==> config.mk <==
export PLATFORM = sky130hd
export DESIGN_NAME = adder32_rr_arbiter_flat
export DESIGN_NICKNAME = d
export VERILOG_FILES = /design/src/rtl/adder32_rr_if.sv /design/src/rtl/adder32_rr_arbiter.sv /design/src/flat_wrapper.sv
export SDC_FILE = /design/constraint.sdc
export NUM_CORES = 1
export LEC_CHECK = 0
export CORE_AREA = 5 5 121 123
export CTS_CLUSTER_SIZE = 40
export DETAILED_ROUTE_END_ITERATION = 8
export DIE_AREA = 0 0 126 128
export DONT_BUFFER_PORTS = 1
export SLEW_MARGIN = 20
export SYNTH_ARGS = -nofsm -noshare
export SYNTH_HDL_FRONTEND = slang
export SYNTH_SLANG_ARGS = --single-unit
==> constraint.sdc <==
create_clock -name clk -period 10.63 [get_ports clk]
set_clock_uncertainty 0.1 [all_clocks]
set_input_delay 0.5315 -clock clk [delete_from_list [all_inputs] [get_ports clk]]
set_output_delay 0.5315 -clock clk [all_outputs]
set_load 0.02 [all_outputs]
==> src/rtl/adder32_rr_if.sv <==
// Request/result bundle between adder clients and the shared round-robin adder.
// The master side is the client group; the slave side is the arbiter.
interface adder32_rr_if #(
    parameter int NREQ = 4,
    parameter int IDW  = 2,
    parameter int CNTW = 16
);
    logic [NREQ-1:0]    req;
    logic [NREQ*32-1:0] a_flat;
    logic [NREQ*32-1:0] b_flat;
    logic [NREQ-1:0]    gnt;
    logic               res_valid;
    logic               res_ready;
    logic [31:0]        res_sum;
    logic               res_carry;
    logic [IDW-1:0]     res_id;
    logic [CNTW-1:0]    op_count;

    modport master (
        output req, a_flat, b_flat, res_ready,
        input  gnt, res_valid, res_sum, res_carry, res_id, op_count
    );

    modport slave (
        input  req, a_flat, b_flat, res_ready,
        output gnt, res_valid, res_sum, res_carry, res_id, op_count
    );
endinterface

==> src/rtl/adder32_rr_arbiter.sv <==
// One 32-bit adder shared by NREQ requesters through a round-robin arbiter,
// with a one-entry tagged result register under valid/ready backpressure.
//
//  state | meaning
//  EMPTY | result register free; any pending request is granted
//  FULL  | result held; refill only when the consumer drains this cycle
module adder32_rr_arbiter #(
    parameter int NREQ = 4,
    parameter int IDW  = 2,
    parameter int CNTW = 16
) (
    input logic         clk,
    input logic         rst_n,
    adder32_rr_if.slave bus
);

    if (IDW != $clog2(NREQ) || NREQ < 2 || NREQ > 8) begin : g_param_check
        $error("adder32_rr_arbiter: IDW must equal clog2(NREQ) with NREQ in 2..8");
    end

    typedef enum logic {
        EMPTY = 1'b0,
        FULL  = 1'b1
    } state_t;

    state_t          state;
    logic [IDW-1:0]  ptr;
    logic [IDW-1:0]  winner;
    logic [IDW-1:0]  ptr_next;
    logic            found;
    logic            accept;
    int              idx;
    logic [31:0]     a_w;
    logic [31:0]     b_w;
    logic [32:0]     sum_w;
    logic [31:0]     sum_q;
    logic            carry_q;
    logic [IDW-1:0]  id_q;
    logic [CNTW-1:0] count_q;

    // Scanning from the far end lets the nearest requester (from ptr) win last.
    always_comb begin
        found  = 1'b0;
        winner = '0;
        idx    = 0;
        for (int k = NREQ - 1; k >= 0; k--) begin
            idx = int'(ptr) + k;
            if (idx >= NREQ) begin
                idx = idx - NREQ;
            end
            if (bus.req[idx[IDW-1:0]]) begin
                found  = 1'b1;
                winner = idx[IDW-1:0];
            end
        end
    end

    // Grant is suppressed during reset so no requester sees a phantom transfer.
    assign accept   = rst_n && found && ((state == EMPTY) || bus.res_ready);
    assign bus.gnt  = accept ? (NREQ'(1) << winner) : '0;
    assign ptr_next = (winner == IDW'(NREQ - 1)) ? '0 : winner + IDW'(1);

    assign a_w   = bus.a_flat[32*winner +: 32];
    assign b_w   = bus.b_flat[32*winner +: 32];
    assign sum_w = {1'b0, a_w} + {1'b0, b_w};

    always_ff @(posedge clk) begin
        if (!rst_n) begin
            state   <= EMPTY;
            ptr     <= '0;
            sum_q   <= '0;
            carry_q <= 1'b0;
            id_q    <= '0;
            count_q <= '0;
        end else begin
            if (state == FULL && bus.res_ready) begin
                count_q <= count_q + CNTW'(1);
            end
            if (accept) begin
                ptr <= ptr_next;
            end
            case (state)
                EMPTY: begin
                    if (accept) begin
                        {carry_q, sum_q} <= sum_w;
                        id_q             <= winner;
                        state            <= FULL;
                    end
                end
                FULL: begin
                    if (bus.res_ready) begin
                        if (accept) begin
                            {carry_q, sum_q} <= sum_w;
                            id_q             <= winner;
                        end else begin
                            state <= EMPTY;
                        end
                    end
                end
                default: state <= EMPTY;
            endcase
        end
    end

    assign bus.res_valid = (state == FULL);
    assign bus.res_sum   = sum_q;
    assign bus.res_carry = carry_q;
    assign bus.res_id    = id_q;
    assign bus.op_count  = count_q;

endmodule

==> src/flat_wrapper.sv <==
// flat-port wrapper written by rule: the top's interface ports become plain ports
module adder32_rr_arbiter_flat 
#(
    parameter int NREQ = 4,
    parameter int IDW  = 2,
    parameter int CNTW = 16
)
  (clk, rst_n, bus_req, bus_a_flat, bus_b_flat, bus_res_ready, bus_gnt, bus_res_valid, bus_res_sum, bus_res_carry, bus_res_id, bus_op_count);
  adder32_rr_if #(.NREQ(NREQ), .IDW(IDW), .CNTW(CNTW)) bus_i ();
  input logic clk;
  input logic rst_n;
  input wire logic [$bits(bus_i.req)-1:0] bus_req;
  input wire logic [$bits(bus_i.a_flat)-1:0] bus_a_flat;
  input wire logic [$bits(bus_i.b_flat)-1:0] bus_b_flat;
  input wire logic [$bits(bus_i.res_ready)-1:0] bus_res_ready;
  output wire logic [$bits(bus_i.gnt)-1:0] bus_gnt;
  output wire logic [$bits(bus_i.res_valid)-1:0] bus_res_valid;
  output wire logic [$bits(bus_i.res_sum)-1:0] bus_res_sum;
  output wire logic [$bits(bus_i.res_carry)-1:0] bus_res_carry;
  output wire logic [$bits(bus_i.res_id)-1:0] bus_res_id;
  output wire logic [$bits(bus_i.op_count)-1:0] bus_op_count;
  assign bus_i.req = bus_req;
  assign bus_i.a_flat = bus_a_flat;
  assign bus_i.b_flat = bus_b_flat;
  assign bus_i.res_ready = bus_res_ready;
  assign bus_gnt = bus_i.gnt;
  assign bus_res_valid = bus_i.res_valid;
  assign bus_res_sum = bus_i.res_sum;
  assign bus_res_carry = bus_i.res_carry;
  assign bus_res_id = bus_i.res_id;
  assign bus_op_count = bus_i.op_count;
  adder32_rr_arbiter #(.NREQ(NREQ), .IDW(IDW), .CNTW(CNTW)) u_core (.clk(clk), .rst_n(rst_n), .bus(bus_i));
endmodule
---- Word level (Yosys, flattened, before mapping) ----
Index checks and enable logic that the tools add are counted.
storage, ports and cells
  word-level logic and storage cells ...... 68
  register bits after elaboration ......... 54
  output and inout bits ................... 56
cells by class
  bitwise gates (word level) .............. 1
  order comparisons ....................... 8
  shift operators ......................... 3
  mux-type cells .......................... 34
  reductions and logical operators ........ 4
  equal/unequal tests ..................... 2
  add/subtract/negate cells ............... 10
operators with widths
  operator                                              count
  variable part select 128 x 8 -> 32 bit                2
  two-way mux 32 bit                                    2
  case mux 32 bit (2 select lines)                      1
  adder 32 x 32 -> 33 bit                               1
  two-way mux 2 bit                                     11
  adder 16 x 1 -> 16 bit (second input constant)        1
  < comparator 2 x 3 -> 1 bit (second input constant)   4
  two-way mux 1 bit                                     12
  >= comparator 3 bit (second input constant)           3
  binary-select mux 1 bit (select 2 bit)                4
  subtractor 2 x 1 -> 2 bit (second input constant)     4
  adder 2 x 2 -> 3 bit (second input constant)          2
  two-way mux 4 bit                                     1
  case mux 1 bit (2 select lines)                       2
  case mux 2 bit (2 select lines)                       1
  << shifter 1 x 2 -> 4 bit (first input constant)      1
  adder 2 x 1 -> 3 bit (second input constant)          1
  >= comparator 2 x 3 -> 1 bit (second input constant)  1
  logical AND 1 bit                                     3
  adder 2 x 1 -> 2 bit (second input constant)          1
  == test 2 bit (second input constant)                 1
  inequality test 2 bit (second input constant)         1
  logical OR 1 bit                                      1
  NOT 1 bit                                             1

---- Longest topological paths before layout ----
  word-level depth ........................ 14
  depth in mapped cells ................... 19
  depth with buffers taken out ............ 16

---- Worst setup path after synthesis ----
No wires, ideal clock.
  path type ............................... input to register
  from .................................... input port bus_req[2]
  to ...................................... register u_core.sum_q[29], in the netlist u_core.bus.res_sum[29]
  buffers on the path ..................... 3
  arrival time ............................ 3.697 ns
  slack ................................... 6.715 ns
  stages on the path ...................... 17
  required time ........................... 10.413 ns
  path through ............................ mux2i_1 -> nor2_1 -> or3_1 -> clkbuf_1 -> inv_2 -> buf_2 -> buf_2 -> nand2_1 -> a31oi_1 -> ha_1 -> a21oi_1 -> and4b_1 -> o21a_1 -> o311ai_4 -> a211oi_1 -> or3_1 -> a32o_1
on the way
  cells in the longest elaborated chain, start to end .. 11
  elaborated cells between the ends (all ways) .. 24
RTL lines
  what                                                                 line                                                RTL
  start, declared                                                      flat_wrapper.sv:12                                  input wire logic [$bits(bus_i.req)-1:0] bus_req;
  binary-select mux 1 bit (select 2 bit)                               adder32_rr_arbiter.sv:51                            if (bus.req[idx[IDW-1:0]]) begin
  two-way mux 1 bit (implied by the code)                              adder32_rr_arbiter.sv:51
  two-way mux 2 bit or two-way mux 1 bit (tied branches) (4 in a row)  adder32_rr_arbiter.sv:51
  variable part select 128 x 8 -> 32 bit (tied with other cells)       adder32_rr_arbiter.sv:63                            assign a_w = bus.a_flat[32*winner +: 32];
  adder 32 x 32 -> 33 bit or logical AND 1 bit (tied branches)         adder32_rr_arbiter.sv:65, adder32_rr_arbiter.sv:59
  two-way mux 32 bit *                                                 adder32_rr_arbiter.sv:84, adder32_rr_arbiter.sv:92
  two-way mux 32 bit                                                   adder32_rr_arbiter.sv:91                            if (bus.res_ready) begin
  case mux 32 bit (2 select lines) *                                   adder32_rr_arbiter.sv:82                            case (state)
  end signal, assigned                                                 adder32_rr_arbiter.sv:85                            {carry_q, sum_q} <= sum_w;
  end signal, assigned                                                 adder32_rr_arbiter.sv:93                            {carry_q, sum_q} <= sum_w;
  end, declared                                                        adder32_rr_arbiter.sv:36                            logic [31:0] sum_q;
Every way passes the cells marked *; elsewhere a longest branch is shown, timed or not. The select of a mux whose other input is x is not followed.
A chain may end at the register's enable or synchronous reset.

---- Worst setup path in the final report ----
  from .................................... register u_core.ptr[1]
  to ...................................... register u_core.sum_q[29], in the netlist u_core.bus.res_sum[29]
on the way
  cells in the longest elaborated chain, start to end .. 14
  elaborated cells between the ends (all ways) .. 39
RTL lines
  what                                                                 line                                                RTL
  start, declared                                                      adder32_rr_arbiter.sv:27                            logic [IDW-1:0] ptr;
  start signal, assigned                                               adder32_rr_arbiter.sv:80                            ptr <= ptr_next;
  adder 2 x 2 -> 3 bit                                                 adder32_rr_arbiter.sv:47                            idx = int'(ptr) + k;
  >= comparator 3 bit or subtractor 2 x 1 -> 2 bit (tied branches)     adder32_rr_arbiter.sv:48, adder32_rr_arbiter.sv:49
  two-way mux 2 bit                                                    adder32_rr_arbiter.sv:48                            if (idx >= NREQ) begin
  binary-select mux 1 bit (select 2 bit)                               adder32_rr_arbiter.sv:51
  two-way mux 1 bit (implied by the code)                              adder32_rr_arbiter.sv:51
  two-way mux 2 bit or two-way mux 1 bit (tied branches) (4 in a row)  adder32_rr_arbiter.sv:51
  variable part select 128 x 8 -> 32 bit (tied with other cells)       adder32_rr_arbiter.sv:63
  adder 32 x 32 -> 33 bit or logical AND 1 bit (tied branches)         adder32_rr_arbiter.sv:65, adder32_rr_arbiter.sv:59
  two-way mux 32 bit *                                                 adder32_rr_arbiter.sv:84, adder32_rr_arbiter.sv:92
  two-way mux 32 bit                                                   adder32_rr_arbiter.sv:91
  case mux 32 bit (2 select lines) *                                   adder32_rr_arbiter.sv:82
Marks and branches as above.

==> impl_metrics.py <==
metrics = {
    "status": {
        "status": "finished, final reports clean",
    },
    "clock_tree": {
        "clock_sinks": 54,
        "clkTransAtPathRegs_ns": 0.07,
        "postCtsSetupRepairBufs": 0,
        "cts_tree": "done",
        "root_buffer": "clkbuf_16",
        "clockBufferDepth": 2,
        "ctsHtreeMaxLevel": 2,
        "cts_hold_buffers": 0,
        "ctsResizeCount": 0,
        "cts_buffers": 5,
        "clkLatencyLatePin_ns": 0.29,
    },
    "synth": {
        "synth_top_area_share_pct": 19.3,
        "synthCells": 939,
        "synthFlopType": "dfxtp_1",
        "synth.area.top_cells": "nand2_1 19%, dfxtp_1 18%, and3_1 8.2%, ha_1 7.7%, a31oi_1 7.2%",
        "syn-cell-area_um2": 6040,
        "syn_nets": 1240,
        "synth_cell_type_count": 64,
        "yosys_register_bits": 54,
        "ys_warn_count": 0,
        "avgSynthCellArea_um2": 6.43,
        "synth_most_common_cell": "nand2_1",
        "yosysSeqAreaShare_pct": 17.9,
        "synth_edf_count": 0,
        "async_reset_ff_share_pct": 0,
        "synthTopCellsByCount": "310 x nand2_1, 79 x and3_1, 69 x a31oi_1",
        "synth_area_leader_cell": "nand2_1",
    },
    "placement": {
        "placed_cell_area_um2": 6040,
        "gp_congestion": 0.937,
        "portBuffers": 0,
        "dp_hpwl_um": 17900,
        "dp.cells": 1057,
    },
    "hold_path": {
        "hp-class": "in -> reg",
        "hold_depth": 1,
    },
    "timing": {
        "setup_viol": 0,
        "hold_violations": 0,
        "relSlewSlack_pct": 38.6,
        "finalSetupTns_ns": 0,
        "rsz0062_at_grt": "false",
        "worst_pin_slew_ns": 0.921,
        "min_period_ns": 5.24,
        "max_freq_ghz": 0.191,
        "fin_crit_sh_pct": 49.3,
        "slew_violations": 0,
    },
    "floorplanning": {
        "core_um2": 13600,
        "start_util_pct": 44.5,
        "dieArea_um2": 16100,
        "io_pins": 319,
        "die_y_um": 128,
        "num_rows": 43,
        "dieWidth_um": 126,
    },
    "critical_path": {
        "crit_required_ns": 10.72,
        "path_class": "reg -> reg",
        "start_kind": "register",
        "reg2reg_depth": 16,
        "worst_setup_path_end_kind": "register",
        "arrival_ns": 5.33,
        "cp_max_fo": 80,
    },
    "routing": {
        "dr.pass1.iters": 5,
        "drc": 0,
        "drt_iter0_drc": 572,
        "vias_per_cell": 6.13,
        "drtAntennaViolNets": 0,
        "wl_per_cell_um": 21.1,
        "route.vias.total": 6522,
        "finalWirelength_um": 22400,
    },
    "grt": {
        "grt_pass1_vias": 6121,
        "grt_pass1_wl_um": 34400,
        "grt_remaining_overflow": 0,
        "grt_max_degree": 95,
        "grt_usage_pct": 26.1,
        "antenna_found_initial": 0,
    },
    "final_layout": {
        "fin_cells": 1064,
        "drive_above_1_share_pct": 3.28,
        "design_area_um2": 6180,
        "multiInputGateArea_um2": 4650,
        "syn2layout_area_growth_pct": 2.47,
        "antenna_cells": 0,
        "fin_util_pct": 45.6,
        "fillers": 1497,
        "seq_area_um2": 1080,
        "final_nets": 1185,
    },
    "pwr": {
        "power_leakage_nw": 2.74,
        "peakVddDrop_v": 0.0000762,
        "p_per_area_nw_per_um2": 227,
    },
    "job": {
        "drv_cap": 0,
    },
}
-- state kept, by name, indices dropped and copies added, names as in the netlist --
register / flops
u_core.bus.op_count: 16
u_core.bus.res_carry: 1
u_core.bus.res_id: 2
u_core.ptr: 2
u_core.bus.res_valid: 1
u_core.bus.res_sum: 32
-- cell type report --
cell class	count	share of cell area, %
multi-input combinational	803	75.1
sequential	54	17.5
tap	180	3.64
clock buffer	5	2.02
inverter	15	0.951
timing repair buffer	5	0.607
clock inverter	2	0.162
-- worst max-delay path, stage by stage (launching register included) --
cell,delay (ns)
dfxtp_1,0.46
mux2i_1,0.21
nor2_1,0.05
or3_4,0.57
inv_4,0.43
buf_4,0.70
nand2_1,0.13
and3_1,0.19
a31oi_1,0.22
ha_1,0.42
a21o_1,0.24
a21o_1,0.17
a21o_1,0.21
o31ai_1,0.30
a211oi_1,0.09
or3_1,0.32
a32o_1,0.25
-- layout by cell type, fill, tap and decap left out, drive strengths merged, types with 5 or more instances in the layout --
cell type,instances
or3,10
and3,80
dfxtp,54
nor3,9
nand3,27
nand4,13
xnor2,13
a31oi,69
a21o,19
o21a,5
o21ai,35
a21oi,37
inv,15
nand2b,7
o211ai,9
buf,5
xor2,10
nor2,16
and2,25
a21boi,13
ha,37
clkbuf,5
nor2b,5
nand2,310
-- per-layer routing --
metal / part of all wire [%] / routed length, µm / track usage (%) / vias to the layer above
li1: - / - / - / 3195
met1: 45 / 9980 / 37.2 / 3008
met2: 44 / 9860 / 38.9 / 288
met3: 9.4 / 2120 / 7.46 / 31
met4: 2.0 / 442 / 5.93 / 0
met5: 0 / 0 / 0 / -
-- cells by family after synthesis --
| kind of cell | synth area share, % |
|---|---|
| muxes | 0.498 |
| xor gates and xnor gates | 3.34 |
| buffers and inverters | 5.53 |
| and+or+nand+nor | 40.4 |
| AOI/OAI and AO/OA | 24.3 |
| DFF | 17.9 |
| adders and majority gates | 8.00 |
-- power breakdown --
| part | total, mW | switching, mW | leakage [nW] | internal, mW |
|---|---|---|---|---|
| registers | 0.372 | 0.114 | 0.445 | 0.258 |
| clock network | 0.156 | 0.0710 | 0.0694 | 0.0853 |
| logic | 0.873 | 0.544 | 2.23 | 0.329 |
-- metrics by stage --
stage | hold slack (ns) | power, mW | setup WS [ns]
4_1_cts | 0.258 | 1.39 | 5.41
2_1_floorplan | 0.407 | 1.02 | 6.72
3_5_place_dp | 0.465 | 1.23 | 5.42
6_report | 0.266 | 1.40 | 5.39
5_1_grt | 0.258 | 1.52 | 4.94
3_3_place_gp | 0.460 | 1.23 | 5.51
-- path summary, 6_finish.rpt --
check                                         to  slack [ns]                               start
min reg2reg   u_core.bus.res_sum[1]$_SDFFE_PN0P_        0.46  u_core.bus.res_sum[1]$_SDFFE_PN0P_
max          u_core.bus.res_sum[29]$_SDFFE_PN0P_        5.39          u_core.ptr[1]$_SDFFE_PN0P_
max reg2reg  u_core.bus.res_sum[29]$_SDFFE_PN0P_        5.39          u_core.ptr[1]$_SDFFE_PN0P_
min           u_core.bus.res_sum[4]$_SDFFE_PN0P_        0.27                               rst_n
Note: power is estimated with default switching activity, not from simulation.
